### config.mk
export PLATFORM = sky130hd
export DESIGN_NAME = password_check
export DESIGN_NICKNAME = d
export VERILOG_FILES = /design/src/rtl/game_pkg.sv /design/src/rtl/lock_timer.sv /design/src/rtl/password_check.sv
export SDC_FILE = /design/constraint.sdc
export NUM_CORES = 1
export LEC_CHECK = 0
export BUFFER_PORTS_ARGS = -buffer_cell sky130_fd_sc_hd__buf_2
export CAP_MARGIN = 10
export CORE_MARGIN = 2
export CORE_UTILIZATION = 43
export CTS_BUF_LIST = sky130_fd_sc_hd__clkbuf_8
export CTS_CLUSTER_DIAMETER = 40
export DETAILED_ROUTE_END_ITERATION = 7
export PLACE_DENSITY = 0.67
export SLEW_MARGIN = 0
export SYNTH_ARGS = -nofsm -noshare
export SYNTH_HDL_FRONTEND = slang
export SYNTH_SLANG_ARGS = --single-unit
### constraint.sdc
create_clock -name clk -period 2.5 [get_ports clk]
set_clock_uncertainty 0.1 [all_clocks]
set_input_delay 0.125 -clock clk [delete_from_list [all_inputs] [get_ports clk]]
set_output_delay 0.125 -clock clk [all_outputs]
set_load 0.05 [all_outputs]
### src/rtl/game_pkg.sv
// Shared types and widths for the keypad password checker.
// Holds the FSM encoding and the digit/code widths.
package game_pkg;

  localparam int DIGIT_W = 4;
  localparam int CODE_W  = 16;

  typedef enum logic [2:0] {
    S_COLLECT,
    S_CHECK,
    S_GRANTED,
    S_DENIED,
    S_LOCKED
  } state_t;

  function automatic logic is_bcd(
    input logic [DIGIT_W-1:0] d
  );
    return d <= 4'd9;
  endfunction

endpackage

### src/rtl/lock_timer.sv
// Lockout down-counter: loads a start value, then counts to zero.
// done is high whenever the count reads zero.
module lock_timer #(
  parameter int WIDTH = 26
) (
  input  logic             clk,
  input  logic             rst,
  input  logic             load,
  input  logic [WIDTH-1:0] load_val,
  output logic [WIDTH-1:0] count,
  output logic             done
);

  logic [WIDTH-1:0] r_count;

  always_ff @(posedge clk or negedge rst) begin
    if (!rst) begin
      r_count <= '0;
    end else if (load) begin
      r_count <= load_val;
    end else if (r_count != '0) begin
      r_count <= r_count - 1'b1;
    end
  end

  assign count = r_count;
  assign done  = (r_count == '0);

endmodule

### src/rtl/password_check.sv
// Four-digit BCD keypad lock with retry limit and timed lockout.
// FSM, entry shift register and tries counter; timer is external.
module password_check
  import game_pkg::*;
#(
  parameter logic [CODE_W-1:0] PASSWORD    = 16'h1357,
  parameter int                MAX_TRIES   = 3,
  parameter int                LOCK_CYCLES = 50_000_000
) (
  input  logic               clk,
  input  logic               rst,
  input  logic               enter_pulse,
  input  logic [DIGIT_W-1:0] digit_in,
  output logic [1:0]         digit_count,
  output logic [CODE_W-1:0]  entry,
  output logic               pass_ok,
  output logic               pass_fail,
  output logic               digit_err,
  output logic               locked,
  output logic [1:0]         tries_left
);

  localparam int TW = $clog2(LOCK_CYCLES);
  localparam logic [TW-1:0] LOAD_VAL = TW'(LOCK_CYCLES - 1);
  localparam logic [1:0] TRIES_INIT = 2'(MAX_TRIES);

  state_t            r_state, w_state;
  logic [CODE_W-1:0] r_entry, w_entry;
  logic [1:0]        r_count, w_count;
  logic [1:0]        r_tries, w_tries;
  logic              r_pass_ok, w_pass_ok;
  logic              r_pass_fail, w_pass_fail;
  logic              r_digit_err, w_digit_err;
  logic              r_locked, w_locked;
  logic              w_load;
  logic              w_done;
  logic [TW-1:0]     w_lock_count_unused;

  lock_timer #(
    .WIDTH (TW)
  ) u_lock_timer (
    .clk      (clk),
    .rst      (rst),
    .load     (w_load),
    .load_val (LOAD_VAL),
    .count    (w_lock_count_unused),
    .done     (w_done)
  );

  always_comb begin
    w_state     = r_state;
    w_entry     = r_entry;
    w_count     = r_count;
    w_tries     = r_tries;
    w_pass_ok   = r_pass_ok;
    w_pass_fail = 1'b0;
    w_digit_err = 1'b0;
    w_locked    = r_locked;
    w_load      = 1'b0;
    unique case (r_state)
      S_COLLECT: begin
        if (enter_pulse) begin
          if (!is_bcd(digit_in)) begin
            w_digit_err = 1'b1;
          end else begin
            w_entry = {r_entry[CODE_W-DIGIT_W-1:0], digit_in};
            w_count = r_count + 2'd1;
            if (r_count == 2'd3) begin
              w_state = S_CHECK;
            end
          end
        end
      end
      S_CHECK: begin
        if (r_entry == PASSWORD) begin
          w_state   = S_GRANTED;
          w_pass_ok = 1'b1;
        end else begin
          w_state     = S_DENIED;
          w_pass_fail = 1'b1;
          w_tries     = r_tries - 2'd1;
        end
      end
      S_DENIED: begin
        if (r_tries == 2'd0) begin
          w_state  = S_LOCKED;
          w_locked = 1'b1;
          w_load   = 1'b1;
        end else begin
          w_state = S_COLLECT;
          w_entry = '0;
        end
      end
      S_LOCKED: begin
        if (w_done) begin
          w_state  = S_COLLECT;
          w_locked = 1'b0;
          w_tries  = TRIES_INIT;
          w_entry  = '0;
        end
      end
      S_GRANTED: begin
      end
      default: begin
        w_state = S_COLLECT;
      end
    endcase
  end

  always_ff @(posedge clk or negedge rst) begin
    if (!rst) begin
      r_state     <= S_COLLECT;
      r_entry     <= '0;
      r_count     <= '0;
      r_tries     <= TRIES_INIT;
      r_pass_ok   <= 1'b0;
      r_pass_fail <= 1'b0;
      r_digit_err <= 1'b0;
      r_locked    <= 1'b0;
    end else begin
      r_state     <= w_state;
      r_entry     <= w_entry;
      r_count     <= w_count;
      r_tries     <= w_tries;
      r_pass_ok   <= w_pass_ok;
      r_pass_fail <= w_pass_fail;
      r_digit_err <= w_digit_err;
      r_locked    <= w_locked;
    end
  end

  assign digit_count = r_count;
  assign entry       = r_entry;
  assign pass_ok     = r_pass_ok;
  assign pass_fail   = r_pass_fail;
  assign digit_err   = r_digit_err;
  assign locked      = r_locked;
  assign tries_left  = r_tries;

endmodule

==> reports/results.ini, run 1 <==
[run_status]
outcome = complete, no violations

[synthesis]
synth.most_common_cell = dfrtp_1
synth_top_area_cell = dfrtp_1
synth.cell_area_sq_um = 2710
ys_seq_area_share_pct = 49.0
synthDistinctLibCells = 53
async_flop_share_pct = 100
synthTopCellsByCount = dfrtp_1 (51), nand2_1 (33), nor2_1 (22), o21ai_0 (22), a22oi_1 (17)
synthFlopType = dfrtp_1
synth_top_area_share_pct = 47.0
synth_area_leaders = dfrtp_1 (47%), a22oi_1 (4.7%), nand2_1 (4.6%)
synth_edf_count = 0
syn_avg_cell_area_sq_um = 9.73
syn_inst = 279
yosysWarnings = 0
synth-seq-cells = 53
syn_nets = 289

[setup_path]
cp.required_ns = 2.55
cp-start-kind = flip-flop
crit_fanout = 7
worstPathArrival_ns = 2.42
critical_path_class = reg2reg
critPathCaptureType = flip-flop

[cts]
cts.sinks = 53
htree_levels = 2
clk_pin_slew_worst_paths_ns = 0.10
clk_path_buf_depth = 2
cts_tree = done
cts_inserted_buffers = 5
clockRootBuffer = clkbuf_8
clkLatencyLatePin_ns = 0.30

[layout]
design_area_sq_um = 3230
post-route-util_pct = 53.7
antenna_cells = 0
layout-drive-gt1-share_pct = 23.9
multiInputGateArea_sq_um = 1310
regArea_sq_um = 1330
syn_to_final_growth_pct = 19.1
fillers = 543
fin_nets = 340

[power_and_ir_drop]
p_leak_nw = 1.44
switchingPower_mw = 1.91
p_int_mw = 2.09
pwr-share-seq_pct = 41.1
peakVddDrop_mv = 0.758
power_frac_clock_pct = 11.7
p_sw_share_pct = 47.8
comb_power_share_pct = 47.2
powerDensity_nw_per_um2 = 1240

[grt]
grt_use_total_pct = 17.5
grt-ovfl-total = 0
grt_pass1_wl_mm = 10.0
antenna_found_initial = 0
grt_max_degree = 35
grt_pass1_vias = 2070

[floorplanning]
rows = 28
die-height_um = 83.4
start_util_pct = 45.0
die_area_sq_um = 6960
io_pins = 31
core-area_sq_um = 6030
dieWidth_um = 83.4

[sta]
finalSetupTns_ns = 0
hold_viol_final = 0
slew_violations = 0
period_needed_ns = 2.37
setup_viol_count_final = 0
worstMarginPinSlew_ns = 1.15
period_share_pct = 94.7
rsz0062_at_grt = false
slew_headroom_pct = 23.5
timing.fmax_ghz = 0.422

[routing]
vias_per_cell = 5.49
antenna_left = 0
avgRoutedWirePerCell_um = 14.6
drt-initial-drc-count = 84
drt_wl_total_mm = 5.93
drc_errors = 0
drt_pass1_iterations = 4
vias = 2227

[min_path]
hold_class = in2reg

[job]
drv.max_cap_violation_count = 0

[placement]
io_buffers = 30
dpl_cell_area_sq_um = 3060
detailed_place_hpwl_mm = 4.33
place_congestion = 0.809

-- kinds of logic (layout without fill, tap and decap cells) --
family	Yosys count	in the layout	share of synthesized area, %
fa+ha+maj	3	3	1.38
xor+xnor	16	16	5.16
buf+inv	20	72	3.46
simple gates	120	120	25.4
compound gates	65	65	14.8
flops	53	53	49.0
mux	2	2	0.784
-- through the flow --
stage          total power [mW]  std cells  hold WS (ns)  worst slack, ns
2_1_floorplan              2.99        279        -0.271            0.142
3_3_place_gp               3.49        392         0.132           0.0705
3_5_place_dp               3.54        392         0.138         -0.00411
4_1_cts                    4.04        405        0.0114           0.0482
5_1_grt                    4.32        406        0.0201           0.0329
6_report                   4.01        406        0.0169            0.132
-- flip-flops by register name (all words and copies together), names as in the netlist --
register / count
u_lock_timer.count: 26
locked: 1
pass_ok: 1
digit_count: 2
r_state: 3
pass_fail: 1
digit_err: 1
entry: 16
tries_left: 2
-- critical path, cell delays in order (launching register included) --
cell and delay (ns):
dfrtp_1 0.39, inv_2 0.06, ha_2 0.17, or4b_4 0.46, or4_4 0.49, buf_6 0.16
o21ai_2 0.14, xor2_1 0.18, nor2_1 0.06
-- metal layers --
metal / routed length [um] / GRT usage [%] / vias to the layer above
li1: - / - / 1115
met1: 2790 / 23.1 / 1068
met2: 2880 / 29.7 / 40
met3: 202 / 3.18 / 4
met4: 61 / 4.40 / 0
met5: 0 / 0 / -
-- path summary, 6_finish.rpt --
kind / cells past startpoint / start / slack, ns / to
setup / recovery: 8 / u_lock_timer.count[0] / 0.13 / u_lock_timer.count[10]
hold / removal: 3 / digit_in[2] / 0.02 / entry[2]
setup reg to reg: 8 / u_lock_timer.count[0] / 0.13 / u_lock_timer.count[10]
hold reg to reg: 1 / pass_ok / 0.38 / pass_ok
max in group asynchronous: 3 / rst / 1.32 / u_lock_timer.count[8]
min in group asynchronous: 2 / rst / 0.32 / pass_fail
-- cells in the final DEF, fill, tap and decap left out, drive strengths merged, types with 3 or more instances in the layout --
cell         netlist  final
buf                4     53
dfrtp             51     51
xnor2              5      5
or4                9      9
xor2              11     11
nor3              13     13
nor2              22     22
clkbuf            10      5
and2               4      4
a21oi              5      5
nand4              5      5
nor4               6      6
o21ai             32     32
ha                 3      3
inv                6      7
or3                4      4
a22oi             17     17
nand2             33     33
or3b               3      3
nand3              5      5
dlygate4sd3        0      5
-- cell type report --
cell class	count	share of cell area (%)
Multi-Input combinational cell	206	40.6
Clock inverter	3	0.580
Timing Repair Buffer	58	12.0
Sequential cell	53	41.1
Tap cell	75	2.90
Inverter	6	0.697
Clock buffer	5	2.13
-- power by group through the flow --
stage / clock (mW) / sequential [mW] / combinational, mW
2_1_floorplan: 0 / 2.06 / 0.932
3_3_place_gp: 0 / 1.64 / 1.84
3_5_place_dp: 0 / 1.65 / 1.89
4_1_cts: 0.490 / 1.64 / 1.91
5_1_grt: 0.530 / 1.72 / 2.08
6_report: 0.468 / 1.65 / 1.89
-- repair_timing --
item,CTS,global route
hold buffers,5,0
endpoints found under the hold margin,34,0
buffers inserted,0,1
pin swaps,2,2
gates cloned,0,0
setup endpoints to repair,2,12
resized for setup,7,1
Note: power is estimated with default switching activity, not from simulation.
==> run 2, diff against run 1 <==
- CTS_CLUSTER_DIAMETER: 40 -> 100
- RECOVER_POWER: unset -> 50
==> run 2 against run 1 <==
Total power shrank 0.80%. Sequential power is essentially flat. Setup slack is essentially flat. The run now ends with max-capacitance violations, max-slew violations left. Critical endpoint unchanged. Hold slack lost 0.0023 ns. Register-to-register slack is essentially flat. Combinational power is essentially flat. Final cell count is the same.
==> reports/results.ini, run 2 (same netlist as run 1, synthesis figures left out) <==
[run_status]
outcome = complete, but fails checks
violations = max-capacitance violations, max-slew violations

[setup_path]
cp.required_ns = 2.55
crit_fanout = 7
reg2reg_slack_ns = 0.13
cp-start-kind = flip-flop
critPathCaptureType = flip-flop
reg2reg_from = u_lock_timer.count[0]
crit_start = u_lock_timer.count[0]
critical_path_class = reg2reg
worstPathArrival_ns = 2.42
r2r_cells = 8
critical_path.endpoint = u_lock_timer.count[10]
r2r_end = u_lock_timer.count[10]

[floorplanning]
dieWidth_um = 83.4
die-height_um = 83.4
rows = 28
start_util_pct = 45.0
io_pins = 31
core-area_sq_um = 6030
die_area_sq_um = 6960

[routing]
drt_pass1_iterations = 4
drc_errors = 0
avgRoutedWirePerCell_um = 14.6
antenna_left = 0
drt-initial-drc-count = 94
vias_per_cell = 5.47
drt_wl_total_mm = 5.94
vias = 2221

[power_and_ir_drop]
powerDensity_nw_per_um2 = 1240
p_leak_nw = 1.35
peakVddDrop_mv = 0.740

[sta]
worstMarginPinSlew_ns = 1.84
timing.fmax_ghz = 0.422
rsz0062_at_grt = false
setup_viol_count_final = 0
slew_violations = 35
slew_headroom_pct = -22.3
hold_viol_final = 0
period_needed_ns = 2.37
period_share_pct = 94.7

[grt]
grt_pass1_wl_mm = 10.0
grt_max_degree = 35
grt-ovfl-total = 0
antenna_found_initial = 0
grt_use_total_pct = 17.5
grt_pass1_vias = 2070

[cts]
clockRootBuffer = clkbuf_8
clkLatencyLatePin_ns = 0.30
clk_path_buf_depth = 2
clk_pin_slew_worst_paths_ns = 0.10
cts_tree = done
cts_inserted_buffers = 5
htree_levels = 2
cts.sinks = 53

[placement]
place_inst = 392
io_buffers = 30
detailed_place_hpwl_mm = 4.33
place_congestion = 0.809

[layout]
layout-drive-gt1-share_pct = 16.9
final_cell_mix = dfrtp_1 (51), nand2_1 (33), clkbuf_1 (23)
largest_register_ffs = 26
post-route-util_pct = 53.1
antenna_cells = 0
fin_nets = 340
finalNonFillerCells = 406
layout_commonest_cell = dfrtp_1
syn_to_final_growth_pct = 18.0
fillers = 558

[job]
drv.max_cap_violation_count = 1

[min_path]
hold_class = in2reg

[run 2: timing repair]
item,in CTS,in global routing
endpoints found under the hold margin,34,0
endpoints found under the setup margin,2,12
buffers inserted,0,1
pin swaps,2,2
resized for setup,7,1
hold buffers,5,0
[run 2: how the worst min path moves through the flow]
stage / from / to / slack [ns] / cells past startpoint
final: digit_in[2] / entry[2] / 0.01 / 3
after global routing: digit_in[2] / entry[2] / 0.02 / 3
after CTS: digit_in[2] / entry[2] / 0.01 / 3
after detailed placement: rst / pass_fail / 0.14 / 1
after global placement: rst / locked / 0.13 / 1
after floorplan: rst / digit_count[0] / -0.27 / 0
[run 2: through the flow]
step                      power [mW]  area (sq um)  setup TNS [ns]  hold slack, ns  setup WS (ns)
after floorplan                 2.99          2710               0          -0.271          0.142
after global placement          3.49          3060               0           0.132         0.0705
after detailed placement        3.54          3060        -0.00411           0.138       -0.00411
after CTS                       4.04          3220               0          0.0114         0.0482
after global routing            4.29          3200               0          0.0201         0.0329
final                           3.98          3200               0          0.0146          0.132
[run 2: per-layer routing]
metal / vias up / global-route usage (%) / part of all wire, %
met5: - / 0 / 0
met4: 0 / 4.40 / 1.0
met3: 4 / 3.18 / 3.3
met2: 41 / 29.7 / 48
met1: 1061 / 23.1 / 47
li1: 1115 / - / -
[run 2: critical path, stage by stage, from the launching register on]
cell and delay, ns:
dfrtp_1 0.39, inv_2 0.06, ha_2 0.17, or4b_4 0.46, or4_4 0.49, buf_6 0.16, o21ai_2 0.14, xor2_1 0.18
nor2_1 0.06
[run 2: area by class of cell]
class | instances | area, sq um | area share [%]
Clock buffer | 5 | 68.8 | 2.15
Clock inverter | 3 | 18.8 | 0.586
Inverter | 6 | 22.5 | 0.703
Multi-Input combinational cell | 206 | 1310 | 41.0
Sequential cell | 53 | 1330 | 41.5
Tap cell | 75 | 93.8 | 2.93
Timing Repair Buffer | 58 | 358 | 11.2
[run 2: power breakdown]
part           internal [mW]  switching [mW]  leakage, nW
registers               1.24           0.414        0.670
clock network          0.194           0.274       0.0416
logic                  0.626            1.23        0.638
==> run 3, diff against run 2 <==
- CORE_ASPECT_RATIO: unset -> 1.1
==> run 3 against run 2 <==
The run now ends clean. Clock-buffer cell count unchanged. Hold slack better by 0.37 ns. Register-to-register slack lost 0.07 ns. Largest power group unchanged. Cell area grew 2.0%. Sequential cell count did not move. Sequential share of layout area is 0.81 points lower. Sequential power about the same. Fmax down 3.0%.
==> reports/results.ini, run 3 (same netlist as run 1, synthesis figures left out) <==
[run_status]
outcome = complete, no violations

[power_and_ir_drop]
p_leak_nw = 1.42
powerDensity_nw_per_um2 = 1230
power_mw = 4.02
peakVddDrop_mv = 0.602

[placement]
dpl_cell_area_sq_um = 3030
io_buffers = 30
place_inst = 392
place_congestion = 0.795
detailed_place_hpwl_mm = 4.13

[sta]
hold_ws_ns = 0.383
rsz0062_at_grt = true
timing.fmax_ghz = 0.410
slew_headroom_pct = 13.2
period_needed_ns = 2.44
slew_violations = 0
setup_viol_count_final = 0
period_share_pct = 97.6
worstMarginPinSlew_ns = 1.30
hold_viol_final = 0

[layout]
largest_register_ffs = 26
syn_to_final_growth_pct = 20.3
fin_nets = 342
antenna_cells = 0
layout_commonest_cell = dfrtp_1
final_cell_mix = dfrtp_1 (51), nand2_1 (33), nor2_1 (22), o21ai_0 (22), buf_2 (20)
multiInputGateArea_sq_um = 1330
regArea_sq_um = 1330
layout-drive-gt1-share_pct = 22.2
design_area_sq_um = 3270
finalNonFillerCells = 413
fillers = 549

[routing]
avgRoutedWirePerCell_um = 14.9
drt_pass1_iterations = 4
drt-initial-drc-count = 76
drc_errors = 0
vias = 2298
antenna_left = 0
vias_per_cell = 5.56
drt_wl_total_mm = 6.16

[cts]
clk_path_buf_depth = 2
cts.sinks = 53
cts_tree = done
htree_levels = 2
clockRootBuffer = clkbuf_8
clkLatencyLatePin_ns = 0.30
clk_pin_slew_worst_paths_ns = 0.09
cts_inserted_buffers = 5

[setup_path]
crit_slowest_cell = or4_4
crit_family = simple AND/OR/NAND/NOR gates
cp.buffers_inverters = 3
cp-start-kind = flip-flop
crit_fanout = 3
worstPathCellList = inv_2, ha_4, or4b_4, or4_4, buf_6, buf_4, o21ai_2, xor2_1, nand2_1
cp.required_ns = 2.60
critical_path_class = reg2reg
worstPathArrival_ns = 2.54
critPathCaptureType = flip-flop
crit_path_max_incr_delay_ns = 0.53

[floorplanning]
rows = 30
die_area_sq_um = 6960
io_pins = 31
start_util_pct = 44.1
die-height_um = 87.3
core-area_sq_um = 6160
dieWidth_um = 79.7

[grt]
grt_max_degree = 54
antenna_found_initial = 0
grt_pass1_wl_mm = 10.5
grt-ovfl-total = 0
grt_pass1_vias = 2210
grt_use_total_pct = 19.2

[job]
drv.max_cap_violation_count = 0

[min_path]
hold_class = reg2reg

## run 3: metal layers
layer / GRT usage, % / up-vias / wire (um)
met4: 5.24 / 0 / 104
met2: 34.8 / 53 / 3100
met3: 3.73 / 11 / 213
met1: 23.1 / 1114 / 2740
met5: 0 / - / 0
li1: - / 1120 / -
## run 3: stage by stage
step           utilization [%]  setup WS [ns]   TNS, ns
6_report                  53.0         0.0596         0
3_3_place_gp              49.3        0.00956         0
5_1_grt                   53.0       -0.00704  -0.00789
4_1_cts                   53.0         0.0444         0
3_5_place_dp              49.3        -0.0348   -0.0847
2_1_floorplan                -          0.142         0
## run 3: final timing paths
path / cells after the start / from / to / slack (ns)
min in group asynchronous: 3 / rst / digit_count[0] / 0.61
setup / recovery: 9 / u_lock_timer.count[0] / u_lock_timer.count[6] / 0.06
max in group asynchronous: 3 / rst / u_lock_timer.count[2] / 0.89
hold / removal: 1 / pass_ok / pass_ok / 0.38
setup reg to reg: 9 / u_lock_timer.count[0] / u_lock_timer.count[6] / 0.06
hold reg to reg: 1 / pass_ok / pass_ok / 0.38
## run 3: report_power, final
group / internal [mW] / total, mW / leakage [nW] / switching, mW
clock: 0.191 / 0.460 / 0.0491 / 0.269
sequential: 1.24 / 1.65 / 0.670 / 0.417
combinational: 0.664 / 1.91 / 0.699 / 1.25
## run 3: cell type report
class	instances	area share [%]
repair buffers	60	12.2
multi-input cells	206	40.8
inverters	6	0.690
clock buffers	5	2.11
flip-flops and latches	53	40.7
well taps	80	3.07
clock inverters	3	0.421
## run 3: timing repair
item	CTS	global route
endpoints found under the setup margin	5	11
setup buffers	8	0
resized for setup	12	4
pin swaps	4	3
endpoints found under the hold margin	56	0
hold buffers	6	0
